`src/rtl/mt_thread_sched_if.sv`:
```
// Fetch-scheduler port bundle: execute-stage start/halt requests and fetch stall in,
// selected thread and active-thread status out.
interface mt_thread_sched_if #(
  parameter int unsigned NUM_THREADS  = 8,
  parameter int unsigned BITS_THREADS = $clog2(NUM_THREADS)
);
  logic                    stall_f;
  logic                    start_req_e;
  logic [BITS_THREADS-1:0] start_tid_e;
  logic                    halt_req_e;
  logic [BITS_THREADS-1:0] halt_tid_e;
  logic [BITS_THREADS-1:0] tid;
  logic                    tid_valid;
  logic [NUM_THREADS-1:0]  active_mask;
  logic [BITS_THREADS:0]   active_count;

  modport master (
    output stall_f, start_req_e, start_tid_e, halt_req_e, halt_tid_e,
    input  tid, tid_valid, active_mask, active_count
  );

  modport slave (
    input  stall_f, start_req_e, start_tid_e, halt_req_e, halt_tid_e,
    output tid, tid_valid, active_mask, active_count
  );
endinterface

```
`src/rtl/mt_thread_sched.sv`:
```
// Barrel-processor fetch thread scheduler: round-robin over active threads with a
// per-thread minimum re-issue gap so no thread has two instructions in the pipe.
module mt_thread_sched #(
  parameter int unsigned           NUM_THREADS  = 8,
  parameter int unsigned           BITS_THREADS = $clog2(NUM_THREADS),
  parameter int unsigned           MIN_GAP      = 5,
  parameter logic [NUM_THREADS-1:0] RESET_MASK  = NUM_THREADS'(1)
) (
  input  logic              clk,
  input  logic              rst,
  mt_thread_sched_if.slave  bus
);

  localparam int unsigned      GAP_W    = 4;
  localparam int unsigned      CNT_W    = BITS_THREADS + 1;
  localparam logic [GAP_W-1:0] GAP_LOAD = GAP_W'(MIN_GAP - 1);

  logic [NUM_THREADS-1:0]  r_active_mask;
  logic [GAP_W-1:0]        r_gap [NUM_THREADS];
  logic [BITS_THREADS-1:0] r_tid;
  logic [BITS_THREADS-1:0] r_last_tid;
  logic                    r_tid_valid;

  logic [NUM_THREADS-1:0]  w_start_oh;
  logic [NUM_THREADS-1:0]  w_halt_oh;
  logic [NUM_THREADS-1:0]  w_eff_mask;
  logic [NUM_THREADS-1:0]  w_next_mask;
  logic [NUM_THREADS-1:0]  w_eligible;
  logic [BITS_THREADS-1:0] w_sel;
  logic [BITS_THREADS-1:0] w_idx;
  logic                    w_found;
  logic [CNT_W-1:0]        w_count;

  // A same-cycle halt removes its thread from selection immediately; halt beats start.
  always_comb begin
    w_start_oh = '0;
    w_halt_oh  = '0;
    if (bus.start_req_e) w_start_oh[bus.start_tid_e] = 1'b1;
    if (bus.halt_req_e)  w_halt_oh[bus.halt_tid_e]   = 1'b1;
    w_eff_mask  = r_active_mask & ~w_halt_oh;
    w_next_mask = (r_active_mask | w_start_oh) & ~w_halt_oh;
    for (int i = 0; i < int'(NUM_THREADS); i++) begin
      w_eligible[i] = w_eff_mask[i] & (r_gap[i] == '0);
    end
  end

  // Scan from farthest to nearest so the thread closest after last_tid wins.
  always_comb begin
    w_found = 1'b0;
    w_sel   = r_last_tid;
    w_idx   = '0;
    for (int j = int'(NUM_THREADS); j >= 1; j--) begin
      w_idx = BITS_THREADS'((int'(r_last_tid) + j) % int'(NUM_THREADS));
      if (w_eligible[w_idx]) begin
        w_found = 1'b1;
        w_sel   = w_idx;
      end
    end
  end

  always_comb begin
    w_count = '0;
    for (int i = 0; i < int'(NUM_THREADS); i++) begin
      w_count = w_count + CNT_W'(r_active_mask[i]);
    end
  end

  // Mask follows requests even while fetch is stalled; issue state freezes on stall.
  always_ff @(posedge clk or negedge rst) begin
    if (!rst) begin
      r_active_mask <= RESET_MASK;
      r_tid         <= '0;
      r_tid_valid   <= 1'b0;
      r_last_tid    <= BITS_THREADS'(NUM_THREADS - 1);
      for (int i = 0; i < int'(NUM_THREADS); i++) begin
        r_gap[i] <= '0;
      end
    end else begin
      r_active_mask <= w_next_mask;
      if (!bus.stall_f) begin
        r_tid_valid <= w_found;
        if (w_found) begin
          r_tid      <= w_sel;
          r_last_tid <= w_sel;
        end
        for (int i = 0; i < int'(NUM_THREADS); i++) begin
          if (w_found && (BITS_THREADS'(i) == w_sel)) begin
            r_gap[i] <= GAP_LOAD;
          end else if (r_gap[i] != '0) begin
            r_gap[i] <= r_gap[i] - GAP_W'(1);
          end
        end
      end
    end
  end

  assign bus.tid          = r_tid;
  assign bus.tid_valid    = r_tid_valid;
  assign bus.active_mask  = r_active_mask;
  assign bus.active_count = w_count;

endmodule

```
`src/flat_wrapper.sv`:
```
// flat-port wrapper written by rule: the top's interface ports become plain ports
module mt_thread_sched_flat 
#(
  parameter int unsigned           NUM_THREADS  = 8,
  parameter int unsigned           BITS_THREADS = $clog2(NUM_THREADS),
  parameter int unsigned           MIN_GAP      = 5,
  parameter logic [NUM_THREADS-1:0] RESET_MASK  = NUM_THREADS'(1)
)
  (clk, rst, bus_stall_f, bus_start_req_e, bus_start_tid_e, bus_halt_req_e, bus_halt_tid_e, bus_tid, bus_tid_valid, bus_active_mask, bus_active_count);
  mt_thread_sched_if #(.NUM_THREADS(NUM_THREADS), .BITS_THREADS(BITS_THREADS)) bus_i ();
  input  logic clk;
  input  logic rst;
  input wire logic [$bits(bus_i.stall_f)-1:0] bus_stall_f;
  input wire logic [$bits(bus_i.start_req_e)-1:0] bus_start_req_e;
  input wire logic [$bits(bus_i.start_tid_e)-1:0] bus_start_tid_e;
  input wire logic [$bits(bus_i.halt_req_e)-1:0] bus_halt_req_e;
  input wire logic [$bits(bus_i.halt_tid_e)-1:0] bus_halt_tid_e;
  output wire logic [$bits(bus_i.tid)-1:0] bus_tid;
  output wire logic [$bits(bus_i.tid_valid)-1:0] bus_tid_valid;
  output wire logic [$bits(bus_i.active_mask)-1:0] bus_active_mask;
  output wire logic [$bits(bus_i.active_count)-1:0] bus_active_count;
  assign bus_i.stall_f = bus_stall_f;
  assign bus_i.start_req_e = bus_start_req_e;
  assign bus_i.start_tid_e = bus_start_tid_e;
  assign bus_i.halt_req_e = bus_halt_req_e;
  assign bus_i.halt_tid_e = bus_halt_tid_e;
  assign bus_tid = bus_i.tid;
  assign bus_tid_valid = bus_i.tid_valid;
  assign bus_active_mask = bus_i.active_mask;
  assign bus_active_count = bus_i.active_count;
  mt_thread_sched #(.NUM_THREADS(NUM_THREADS), .BITS_THREADS(BITS_THREADS), .MIN_GAP(MIN_GAP), .RESET_MASK(RESET_MASK)) u_core (.clk(clk), .rst(rst), .bus(bus_i));
endmodule
```
`config.mk`:
```
export PLATFORM = sky130hd
export DESIGN_NAME = mt_thread_sched_flat
export DESIGN_NICKNAME = d
export VERILOG_FILES = /design/src/rtl/mt_thread_sched_if.sv /design/src/rtl/mt_thread_sched.sv /design/src/flat_wrapper.sv
export SDC_FILE = /design/constraint.sdc
export NUM_CORES = 1
export LEC_CHECK = 0
export CAP_MARGIN = 30
export CORE_UTILIZATION = 55
export CTS_CLUSTER_SIZE = 40
export DETAILED_ROUTE_END_ITERATION = 8
export GPL_TIMING_DRIVEN = 0
export PLACE_DENSITY = 0.82
export SLEW_MARGIN = 20
export SYNTH_ARGS = -nofsm -noshare
export SYNTH_HDL_FRONTEND = slang
export SYNTH_SLANG_ARGS = --single-unit
```
`constraint.sdc`:
```
create_clock -name clk -period 10.7 [get_ports clk]
set_input_delay 3.21 -clock clk [delete_from_list [all_inputs] [get_ports clk]]
set_output_delay 3.21 -clock clk [all_outputs]
set_load 0.01 [all_outputs]
```
==> out/results.txt <==
largest family of logic cells by synthesized area: simple AND/OR/NAND/NOR gates
Final Setup Violations: 0
xor/xnor share of the synthesized area: 4.88%
leak pwr: 0.00179 uW
worst r2r src: u_core.r_last_tid[0]$_DFFE_PN1P_
Final nets: 450
post-synthesis simple-gate area fraction: 22.3%
die height: 84.8 um
synthesized net count: 418
Max Cap Viol: 0
# H-tree levels: 2
mux cell area share after synthesis: 13.2%
number of global-route vias before repair: 3043
global-route wire length before repair: 14.7 mm
measured slew at the worst slew-check pin: 0.634 ns
Critical Path RT: 7.49 ns
top cell type's share of synthesized area: 28.6%
register area share after synthesis: 31.4%
reg2reg setup slack: 6.03 ns
CP max FO: 5
WS Path Type: reg -> out
Max clock buf depth: 2
Hold WS: 0.480 ns
Relative slew margins: 57.7%
R2R Path End: u_core.r_gap[28]$_DFFE_PN0P_
most common cell after layout, fill and taps aside: dfrtp_1
post-synthesis adder-cell area fraction: 9.10%
critical path endpoint category: output port
Mapped Area: 3770 um^2
PortBufs: 24
Yosys cell types: 71
Starting Density: 58.0%
antenna violations before repair: 0
Post-synth EDFFs: 0
Vias: 3115
Clk pin slew, worst setup/hold paths: 0.09 ns
DP Cell Count: 484
antenna-violating nets left: 0
Seq cells post-synth: 47
ys flop type: dfrtp_1
CTS root buf: clkbuf_8
Core Region: 6490 um^2
worst min-delay path class: reg -> reg
TritonCTS Buffers: 5
Die Span X: 84.8 um
Skew-Pair Late Insertion Delay: 0.31 ns
layout overhead on the synthesized area: 12.3%
Layout Cells excl Fill: 492
startpoint class of the critical path: flop
setup TNS: 0 ns
CTS tree: done
hold path depth: 1
Mapped Cells: 382
Vias/cell: 6.33
Ports: 27
PwrDens: 322 nW/um^2
most frequent cells in the layout: dfrtp_1, nand2_1, inv_1, nor2_1, clkdlybuf4s50_1
die outline area: 7190 um^2
row count: 29
Worst setup endpoint: bus_active_count[1]
Pins Over Slew Limit: 0
Yosys top cell by area: dfrtp_1
Yosys warnings: 0
HPWL after DPL: 6.97 mm
Remaining DRCs: 0
Final GP Congestion: 0.915
Filler Cell Count: 491
Peak supply drop: 0.165 mV
final worst-path cycle share: 64.0%
global route overflow: 0
f_max: 146 MHz
largest net degree at the start of global routing: 31
syn_area_per_cell: 9.86 um^2
Iter 0 DRT Violations: 234
critical path data arrival time: 3.64 ns
Critical Path Start: u_core.bus.active_mask[0]$_DFF_PN1_
R2R cell count: 14
RSZ-0062 raised after global routing: no
CTS sink count: 47
routed wire length: 8.86 mm
share of cells above drive strength 1: 14.7%
First-pass DRT Iterations: 5
diodes inserted: 0
Post-CTS Setup Inserts: 0
Clock Skew: 0.00999 ns
wire per inst: 18.0 um
GRT Overall Usage: 26.2%
Hold Fails Final Rpt: 0
top post-synthesis cells by area: dfrtp_1, mux4_2, ha_1, nand2_1, inv_1
post-cts hold buffer count: 0
clock period minus worst slack: 6.85 ns
number of gates resized after CTS: 0
Synth Area in Compound Gates: 13.9%
async set-reset flop share out of synthesis: 100%
status: completed
-- through the flow --
stage / cell area (um^2) / util (%) / setup WS (ns) / total power [uW]
finish: 4230 / 65.2 / 3.85 / 1360
global route: 4230 / 65.2 / 3.74 / 1470
CTS: 4230 / 65.2 / 3.85 / 1360
detailed placement: 4120 / 63.4 / 3.84 / 1220
global placement: 4100 / 63.2 / 3.92 / 1180
floorplan: 3770 / - / 4.66 / 975
-- state kept, by name, summed over array words and instances (netlist names) --
signal / cells
u_core.bus.active_mask: 8
u_core.bus.tid_valid: 1
u_core.r_gap: 32
u_core.bus.tid: 3
u_core.r_last_tid: 3
-- area by class of cell --
cell class | instances | area [um^2] | share of cell area, %
well taps | 77 | 96.3 | 2.28
plain buffers | 14 | 80.1 | 1.89
repair buffers | 25 | 255 | 6.03
inverters | 32 | 120 | 2.84
clock buffers | 5 | 68.8 | 1.63
flip-flops and latches | 47 | 1180 | 27.9
multi-input cells | 289 | 2390 | 56.4
clock inverters | 3 | 43.8 | 1.03
-- Yosys cell counts (8+ instances only) --
master	number
nor2_1	29
a21boi_0	10
mux2i_1	9
nand2b_1	9
mux4_2	13
xnor2_1	12
nor3_1	12
ha_1	21
nand2_1	32
nor3b_1	8
xor2_1	9
inv_1	30
dfrtp_1	43
a21oi_1	9
o21ai_0	11
-- where the power goes --
part	total, uW	switching (uW)	internal, uW	leakage [uW]
Clock	133	63.8	69.6	0.0000581
Combinational	895	491	403	0.00118
Sequential	336	68.2	267	0.000548
-- cells by family after synthesis --
group,after synthesis
flip-flops,47
AO/OA/AOI/OAI,68
AND/OR/NAND/NOR,144
adder cells (fa/ha/maj),25
buffers and inverters,46
XOR/XNOR,21
multiplexers,31
-- per-layer routing --
metal	part of all wire, %	vias to the layer above	global-route usage [%]
met1	42	1538	34.5
met5	0	-	0
met3	5.4	18	3.54
met4	2.3	0	9.55
met2	50	100	44.4
li1	-	1459	-
-- critical path, cell delays in order (launching register included) --
cell and delay [ns]:
dfstp_2 0.59, ha_1 0.24, inv_1 0.07, fa_1 0.42
fa_1 0.49, inv_1 0.05, fa_1 0.40, inv_1 0.09
fa_1 0.40, inv_1 0.06, clkdlybuf4s50_1 0.53
-- how the worst min path moves through the flow --
stage / slack [ns] / to / start
floorplan: 0.44 / u_core.r_gap[11]$_DFFE_PN0P_ / u_core.r_gap[11]$_DFFE_PN0P_
global placement: 0.46 / u_core.r_gap[11]$_DFFE_PN0P_ / u_core.r_gap[11]$_DFFE_PN0P_
detailed placement: 0.46 / u_core.r_gap[11]$_DFFE_PN0P_ / u_core.r_gap[11]$_DFFE_PN0P_
CTS: 0.48 / u_core.r_gap[11]$_DFFE_PN0P_ / u_core.r_gap[11]$_DFFE_PN0P_
global route: 0.49 / u_core.r_gap[31]$_DFFE_PN0P_ / u_core.r_gap[31]$_DFFE_PN0P_
finish: 0.48 / u_core.r_gap[31]$_DFFE_PN0P_ / u_core.r_gap[31]$_DFFE_PN0P_
No activity file was read; power rests on OpenSTA's default activity.
